--- src/rtl/hash_wr_sched.sv ---
`default_nettype none
// ============================================================================
// hash_wr_sched : port-B write arbiter (U/H round-robin) and clear sequencer
//                 for the three hash-table RAMs.            Rev 1.0
// ============================================================================
module hash_wr_sched #(
   parameter int unsigned DEPTH1 = 2140,
   parameter int unsigned DEPTH2 = 1070,
   parameter int unsigned DEPTH3 = 535
) (
   input  logic        Sys_clk,
   input  logic        Rst_n,
   input  logic        clr_start,
   output logic        clr_busy,
   output logic        clr_done,
   input  logic        u_req,
   input  logic [1:0]  u_tbl,
   input  logic [11:0] u_addr,
   input  logic [3:0]  u_data,
   output logic        u_ack,
   input  logic        h_req,
   input  logic [1:0]  h_tbl,
   input  logic [11:0] h_addr,
   input  logic [3:0]  h_data,
   output logic        h_ack,
   output logic        err,
   output logic        enb_1,
   output logic        web_1,
   output logic [11:0] addrb_1,
   output logic [3:0]  dib_1,
   output logic        enb_2,
   output logic        web_2,
   output logic [10:0] addrb_2,
   output logic [3:0]  dib_2,
   output logic        enb_3,
   output logic        web_3,
   output logic [9:0]  addrb_3,
   output logic [3:0]  dib_3
);

   localparam logic [11:0] C_D1   = 12'(DEPTH1);
   localparam logic [11:0] C_D2   = 12'(DEPTH2);
   localparam logic [11:0] C_D3   = 12'(DEPTH3);
   localparam logic [11:0] C_LAST = 12'(DEPTH1 - 1);

   typedef enum logic [1:0] {
      ST_IDLE  = 2'd0,
      ST_CLEAR = 2'd1,
      ST_DONE  = 2'd2
   } state_t;

   state_t      state_q, state_d;
   logic [11:0] cnt_q, cnt_d;
   logic        rr_q, rr_d;          // 0: U favoured, 1: H favoured
   logic        u_ack_q, u_ack_d, h_ack_q, h_ack_d;
   logic        busy_q, busy_d, done_q, done_d, err_q, err_d;
   logic        en1_q, en1_d, en2_q, en2_d, en3_q, en3_d;
   logic [11:0] addrb1_q, addrb1_d;
   logic [10:0] addrb2_q, addrb2_d;
   logic [9:0]  addrb3_q, addrb3_d;
   logic [3:0]  dib1_q, dib1_d, dib2_q, dib2_d, dib3_q, dib3_d;

   logic        u_elig, h_elig, gnt_u, gnt_h, clr_wr;
   logic [11:0] clr_addr, sel_addr;
   logic [1:0]  sel_tbl;
   logic [3:0]  sel_data;

   // A requester acked this cycle is still holding req; it must not be re-granted.
   assign u_elig = u_req && !u_ack_q;
   assign h_elig = h_req && !h_ack_q;

   always_comb begin
      state_d  = state_q;
      cnt_d    = cnt_q;
      rr_d     = rr_q;
      u_ack_d  = 1'b0;
      h_ack_d  = 1'b0;
      busy_d   = 1'b0;
      done_d   = 1'b0;
      err_d    = err_q;
      en1_d    = 1'b0;
      en2_d    = 1'b0;
      en3_d    = 1'b0;
      addrb1_d = addrb1_q;
      addrb2_d = addrb2_q;
      addrb3_d = addrb3_q;
      dib1_d   = dib1_q;
      dib2_d   = dib2_q;
      dib3_d   = dib3_q;
      clr_wr   = 1'b0;
      clr_addr = 12'd0;
      gnt_u    = 1'b0;
      gnt_h    = 1'b0;
      sel_tbl  = 2'd0;
      sel_addr = 12'd0;
      sel_data = 4'd0;

      case (state_q)
         ST_IDLE: begin
            if (clr_start) begin
               state_d = ST_CLEAR;
               cnt_d   = 12'd0;
               clr_wr  = 1'b1;
            end else begin
               gnt_u = u_elig && (!h_elig || !rr_q);
               gnt_h = h_elig && (!u_elig || rr_q);
            end
         end
         ST_CLEAR: begin
            if (cnt_q == C_LAST) begin
               state_d = ST_DONE;
               done_d  = 1'b1;
            end else begin
               cnt_d    = cnt_q + 12'd1;
               clr_wr   = 1'b1;
               clr_addr = cnt_q + 12'd1;
            end
         end
         ST_DONE: state_d = ST_IDLE;
         default: state_d = ST_IDLE;
      endcase

      // cnt_q tracks the address currently presented on the port-B outputs.
      if (clr_wr) begin
         busy_d = 1'b1;
         if (clr_addr < C_D1) begin
            en1_d    = 1'b1;
            addrb1_d = clr_addr;
            dib1_d   = 4'd0;
         end
         if (clr_addr < C_D2) begin
            en2_d    = 1'b1;
            addrb2_d = clr_addr[10:0];
            dib2_d   = 4'd0;
         end
         if (clr_addr < C_D3) begin
            en3_d    = 1'b1;
            addrb3_d = clr_addr[9:0];
            dib3_d   = 4'd0;
         end
      end

      if (gnt_u || gnt_h) begin
         rr_d     = gnt_u;
         u_ack_d  = gnt_u;
         h_ack_d  = gnt_h;
         sel_tbl  = gnt_u ? u_tbl  : h_tbl;
         sel_addr = gnt_u ? u_addr : h_addr;
         sel_data = gnt_u ? u_data : h_data;
         case (sel_tbl)
            2'd1: begin
               if (sel_addr < C_D1) begin
                  en1_d    = 1'b1;
                  addrb1_d = sel_addr;
                  dib1_d   = sel_data;
               end else err_d = 1'b1;
            end
            2'd2: begin
               if (sel_addr < C_D2) begin
                  en2_d    = 1'b1;
                  addrb2_d = sel_addr[10:0];
                  dib2_d   = sel_data;
               end else err_d = 1'b1;
            end
            2'd3: begin
               if (sel_addr < C_D3) begin
                  en3_d    = 1'b1;
                  addrb3_d = sel_addr[9:0];
                  dib3_d   = sel_data;
               end else err_d = 1'b1;
            end
            default: err_d = 1'b1;
         endcase
      end
   end

   always_ff @(posedge Sys_clk or negedge Rst_n) begin
      if (!Rst_n) begin
         state_q  <= ST_IDLE;
         cnt_q    <= 12'd0;
         rr_q     <= 1'b0;
         u_ack_q  <= 1'b0;
         h_ack_q  <= 1'b0;
         busy_q   <= 1'b0;
         done_q   <= 1'b0;
         err_q    <= 1'b0;
         en1_q    <= 1'b0;
         en2_q    <= 1'b0;
         en3_q    <= 1'b0;
         addrb1_q <= 12'd0;
         addrb2_q <= 11'd0;
         addrb3_q <= 10'd0;
         dib1_q   <= 4'd0;
         dib2_q   <= 4'd0;
         dib3_q   <= 4'd0;
      end else begin
         state_q  <= state_d;
         cnt_q    <= cnt_d;
         rr_q     <= rr_d;
         u_ack_q  <= u_ack_d;
         h_ack_q  <= h_ack_d;
         busy_q   <= busy_d;
         done_q   <= done_d;
         err_q    <= err_d;
         en1_q    <= en1_d;
         en2_q    <= en2_d;
         en3_q    <= en3_d;
         addrb1_q <= addrb1_d;
         addrb2_q <= addrb2_d;
         addrb3_q <= addrb3_d;
         dib1_q   <= dib1_d;
         dib2_q   <= dib2_d;
         dib3_q   <= dib3_d;
      end
   end

   assign clr_busy = busy_q;
   assign clr_done = done_q;
   assign u_ack    = u_ack_q;
   assign h_ack    = h_ack_q;
   assign err      = err_q;
   assign enb_1    = en1_q;
   assign web_1    = en1_q;
   assign addrb_1  = addrb1_q;
   assign dib_1    = dib1_q;
   assign enb_2    = en2_q;
   assign web_2    = en2_q;
   assign addrb_2  = addrb2_q;
   assign dib_2    = dib2_q;
   assign enb_3    = en3_q;
   assign web_3    = en3_q;
   assign addrb_3  = addrb3_q;
   assign dib_3    = dib3_q;

endmodule
`default_nettype wire

--- config.mk ---
export PLATFORM = sky130hd
export DESIGN_NAME = hash_wr_sched
export DESIGN_NICKNAME = d
export VERILOG_FILES = /design/src/rtl/hash_wr_sched.sv
export SDC_FILE = /design/constraint.sdc
export NUM_CORES = 1
export LEC_CHECK = 0
export CELL_PAD_IN_SITES_DETAIL_PLACEMENT = 0
export CELL_PAD_IN_SITES_GLOBAL_PLACEMENT = 1
export CORE_UTILIZATION = 41
export CTS_CLUSTER_SIZE = 30
export DETAILED_ROUTE_END_ITERATION = 10
export PLACE_DENSITY = 0.94
export RECOVER_POWER = 50
export SLEW_MARGIN = 15
export SYNTH_ARGS = -nofsm -noshare
export SYNTH_HDL_FRONTEND = slang
export SYNTH_SLANG_ARGS = --single-unit
--- constraint.sdc ---
create_clock -name Sys_clk -period 4 [get_ports Sys_clk]
set_input_delay 0.8 -clock Sys_clk [delete_from_list [all_inputs] [get_ports Sys_clk]]
set_output_delay 0.8 -clock Sys_clk [all_outputs]
set_load 0.03 [all_outputs]
## After elaboration in Yosys (flattened, before gate mapping)

Cells that the tools add are included.

| word-level totals | value |
|---|---|
| output and inout port bits | 56 |
| bits in read-only memories | 0 |
| flip-flop bits (word level) | 68 |
| logic and storage cells | 124 |
| memories | 0 |
| latch bits | 0 |
| RAM bits | 0 |

| cells by class | value |
|---|---|
| order comparisons | 6 |
| multiplexer cells | 72 |
| div/mod/pow operators | 0 |
| multipliers | 0 |
| add/sub/neg operators | 1 |
| shift-type cells | 0 |
| reductions and logical operators | 17 |
| bitwise logic cells | 0 |
| eq/ne operators | 11 |

Operators by type and width:

| cell | count |
|---|---|
| $mux 12 | 10 |
| $mux 4 | 16 |
| $mux 11 | 5 |
| $mux 10 | 5 |
| $mux 1 | 29 |
| $lt 12x10->1 const B | 2 |
| $lt 12x11->1 const B | 2 |
| $lt 12x12->1 const B | 2 |
| $pmux 12 s2 | 1 |
| $add 12x1->12 const B | 1 |
| $eq 12x12->1 const B | 1 |
| $ne 2x2->1 const B | 6 |
| $mux 2 | 3 |
| $logic_not 1->1 | 5 |
| $eq 2x1->1 const B | 2 |
| $eq 2x2->1 const B | 2 |
| $logic_and 1x1->1 | 4 |
| $pmux 2 s2 | 1 |
| $reduce_and 4->1 | 1 |
| $logic_or 1x1->1 | 3 |
| $pmux 1 s3 | 1 |
| $reduce_and 3->1 | 1 |
| $logic_not 2->1 | 1 |
| $pmux 1 s2 | 1 |
| other kinds (2) | 2 |

## Logic depth before layout (Yosys ltp)

| logic depth | value |
|---|---|
| word-level depth | 12 |
| gate-level depth with buffers | 11 |
| gate-level depth less buffers | 8 |

## Least setup slack after synthesis

No wires, ideal clock.

| timing | value |
|---|---|
| path type | input to register |
| start point | input clr_start |
| end point | register addrb3_q[8] (netlist: addrb_3[8]) |
| path buffers | 2 |
| setup time | 139 ps |
| setup slack | 1351 ps |
| required time | 3861 ps |
| stages on the path | 9 |
| data arrival time | 2510 ps |
| cells stage by stage | nor3_1 > nand4b_1 > nor4_1 > a32oi_1 > or2_2 > buf_2 > buf_1 > nand3_1 > o211ai_1 |

| between the ends | value |
|---|---|
| longest elaborated chain between the ends | 7 |
| elaborated cells between the ends (all ways) | 15 |
| classes of those cells | order compare (1); eq/ne (1); mux (12); reduce/logical (1) |

RTL lines:

| item | RTL line | RTL |
|---|---|---|
| from (decl) | 13 | `input logic clr_start,` |
| $mux 1 | 100 | `if (clr_start) begin` |
| $mux 1 | 98 | `case (state_q)` |
| $mux 12 | 148 | `sel_addr = gnt_u ? u_addr : h_addr;` |
| $lt 12x10->1 | 166 | `if (sel_addr < C_D3) begin` |
| $mux 10 | 166 |  |
| $mux 10 | 150 | `case (sel_tbl)` |
| $mux 10 (*) | 143 | `if (gnt_u \|\| gnt_h) begin` |
| net addrb3_d[8] | 60 | `logic [9:0] addrb3_q, addrb3_d;` |
| to (signal assigned) | 210 | `addrb3_q <= addrb3_d;` |
| to (decl) | 60 |  |

The timed path passes the listed nets; every way through them passes the cells marked *.
A chain may end at the register's enable or synchronous reset.

## Final worst setup path

| timing | value |
|---|---|
| start point | register cnt_q[0] |
| end point | register addrb3_q[0] (netlist: addrb_3[0]) |

| between the ends | value |
|---|---|
| longest elaborated chain between the ends | 9 |
| elaborated cells between the ends (all ways) | 12 |
| classes of those cells | add/sub (1); order compare (1); eq/ne (1); mux (9) |

RTL lines:

| item | RTL line | RTL |
|---|---|---|
| from (decl) | 53 | `logic [11:0] cnt_q, cnt_d;` |
| from (signal assigned) | 198 | `cnt_q <= cnt_d;` |
| $add 12x1->12 / $eq 12x12->1 (equally long branches) | 116, 110 |  |
| $mux 12 | 110 | `if (cnt_q == C_LAST) begin` |
| $mux 12 | 98 |  |
| $lt 12x10->1 | 136 | `if (clr_addr < C_D3) begin` |
| $mux 10 | 136 |  |
| $mux 10 (*) | 124 | `if (clr_wr) begin` |
| $mux 10 | 166 |  |
| $mux 10 | 150 |  |
| $mux 10 (*) | 143 |  |
| net addrb3_d[0] | 60 |  |

Marks and branches as above.

==> key figures <==
Run status
  • Outcome: finished with violations
  • Failing checks: capacitance limit, slew limit

Final layout
  • Area added between synthesis and finish: 30.9%
  • Antenna cells: 0
  • Register area: between 1500 and 2000 µm²
  • # fillers: 870
  • Fin cells: between 600 and 700
  • Multi-input logic area: about 2100 µm²
  • Final net count: approximately 540
  • Ratio of cells with drive above 1 in the final layout: 0.0873

Worst setup path
  • WS Path Type: flip-flop to flip-flop
  • Worst Setup End Kind: flip-flop
  • Worst Path Buf+Inv: 0
  • Setup crit start kind: flip-flop
  • Top delay family on crit path: simple AND/OR/NAND/NOR gates
  • Crit path required time: 4270 ps
  • Critical path's slowest cell: dfrtp_1
  • Critical Path, Cell by Cell: ha_1 > nand3_2 > o31a_1 > o21ai_0 > o211ai_2 > or2_1 > or3_1 > o211ai_1
  • CP peak stage delay: 640 ps
  • Critical path arrival: 3770 ps
  • Crit-path max FO: 20

Synth
  • Syn nets: ~460
  • Top-count cell post-synth: dfrtp_1
  • Number of synthesized flops with an enable pin: 0
  • Post-synth top cells: 68 x dfrtp_1, 33 x mux2i_1, 25 x nand2_1
  • Register area share after synthesis: 0.423
  • Yosys reg bits: 68
  • Synth Flop Type: dfrtp_1
  • Distinct cells, synth: 70
  • Syn Std Cell Area: 4030 µm²
  • Syn. warnings: 0
  • Top cell type by total area after synthesis: dfrtp_1
  • Synth area leaders: dfrtp_1 42%, mux2i_1 8.2%, o21ai_1 2.5%, nand3_1 2.4%, nand2_1 2.3%
  • Avg Synthesized Cell Area: ~9.7 µm²
  • Yosys top cell area share: 0.423
  • Syn Inst Count: 416
  • Ys async rst share: 1.00

Run
  • Max_cap viols: 1

Clock tree
  • Reg clk slew, reported paths: 70 ps
  • CTS Buf Count: 9
  • Post-CTS setup buffers: 0
  • CTS tree: built
  • Bufs on Longest Clock Path: 2
  • CTS resizes: 0
  • Clk sinks: 68
  • Later-pin clock latency in the skew report: ~350 ps
  • H-tree depth: 3
  • Clock Tree Root: clkbuf_8
  • Cts hold-fix bufs: 0

Power
  • Lkg Pwr: 0.00239 µW
  • PD cells: 642 nW/µm²
  • VDD IR max: 0.336 mV

GRT
  • First-pass GRT wire length: 18900 µm
  • Number of global-route vias before repair: about 3600
  • Initial antenna violation count: 0
  • Largest net degree at the start of global routing: 43
  • Gr usage total: 0.243
  • Remaining Overflow, GRT: 0

Route
  • DR iter-0 viols: 273
  • DRC violations left: 0
  • Vias per cell: ~5.9
  • Antenna viol nets, final: 0
  • Wire length per cell: 18.9 µm
  • Drt pass-1 iters: 4
  • Drt total wl: between 10000 and 15000 µm
  • Vias: 3740

Timing
  • Tcrit/Tclk final: 0.875
  • Final Hold Vio Count: 0
  • Max_slew headroom: -0.0376
  • RSZ-0062 raised after global routing: false
  • Post-layout min period: 3500 ps
  • Slew @ Worst Pin: 1560 ps
  • Peak Freq: around 290 MHz
  • Final Setup Violations: 0
  • Fin Clk Skew: between 8 and 9 ps
  • Setup TNS Final: 0 ps
  • Max Slew Vio Count: 28

Place
  • HPWL Detailed: approximately 8900 µm
  • Placer congestion estimate: 0.892
  • Placed Cells incl. Taps: a little over 600
  • Port bufs: 96

Die
  • Die area: ~10000 µm²
  • Die H: 101 µm
  • IO Pins: 97
  • Initial core utilization: 0.430
  • CORE AREA: between 9000 and 10000 µm²
  • Row Count: 35
  • Die Wd: 101 µm

Min path
  • Hold WC Path Type: flip-flop to flip-flop
layout by cell type, fill, tap and decap left out, drive strengths merged, types with 13 or more instances in the layout:
cell	Yosys	final
clkdlybuf4s50	0	71
mux2i	33	33
clkbuf	8	13
nor2	24	24
dfrtp	68	68
dlygate4sd3	0	24
nand3	21	21
nand2	25	25
o21ai	34	34
a21oi	18	18
registers in the layout, indices dropped and copies added (netlist names), 2 cells and up:
| signal | cells |
|---|---|
| addrb_1 | 12 |
| dib_1 | 4 |
| state_q | 2 |
| cnt_q | 12 |
| dib_3 | 4 |
| dib_2 | 4 |
| addrb_3 | 10 |
| addrb_2 | 11 |
kinds of logic after synthesis:
kind of cell,Yosys count,share of synthesized area
adder cells (fa/ha/maj),1,0.00311
multiplexers,33,0.0820
flip-flops,68,0.423
AO/OA/AOI/OAI,130,0.232
AND/OR/NAND/NOR,132,0.187
XOR/XNOR,8,0.0174
buffers and inverters,44,0.0556
worst reg2reg max path, cell delays in order (launching register included):
cell and delay (ps):
dfrtp_1 640, ha_1 560, nand3_2 200, o31a_1 290
o21ai_0 470, o211ai_2 210, or2_1 520, or3_1 430
o211ai_1 100
metal layers:
layer | part of all wire | track usage | vias up | wire length, µm
met4 | 0.012 | 0.0635 | 0 | 142
met2 | 0.48 | 0.390 | 155 | 5730
met1 | 0.45 | 0.330 | 1835 | 5390
li1 | - | - | 1738 | -
met3 | 0.060 | 0.0583 | 12 | 724
met5 | 0 | 0 | - | 0
power by group:
part / total (µW) / internal, µW / switching, µW
registers: 1110 / 883 / 226
logic: 1560 / 640 / 923
clock network: 714 / 431 / 283
total: 3390 / 1950 / 1430
stage by stage:
stage / setup WS (ps) / total power [µW] / utilization / hold WS [ps] / cell area, µm²
after floorplan: 1350 / 2130 / - / 446 / 4030
after global placement: 398 / 2660 / 0.537 / 467 / 5030
after detailed placement: 306 / 2690 / 0.537 / 474 / 5030
after CTS: 584 / 3410 / 0.563 / 478 / 5280
after global routing: 226 / 3570 / 0.562 / 537 / 5270
final: 498 / 3390 / 0.562 / 491 / 5270
area by class of cell:
cell class              instances  share of cell area
inverters                      12             0.00855
multi-input cells             304               0.399
well taps                     129              0.0306
flip-flops and latches         68               0.323
clock buffers                  10              0.0261
repair buffers                104               0.191
clock inverters                 6              0.0211
worst paths after layout:
| kind | from | to | slack [ps] | cells after the start |
|---|---|---|---|---|
| max reg2reg | cnt_q[0] | addrb_3[0] | 500 | 8 |
| max in group asynchronous | Rst_n | addrb_2[7] | 1390 | 2 |
| max | cnt_q[0] | addrb_3[0] | 500 | 8 |
| min | rr_q | rr_q | 490 | 2 |
| min in group asynchronous | Rst_n | clr_done | 810 | 1 |
| min reg2reg | rr_q | rr_q | 490 | 2 |
No activity file was read; power rests on OpenSTA's default activity.
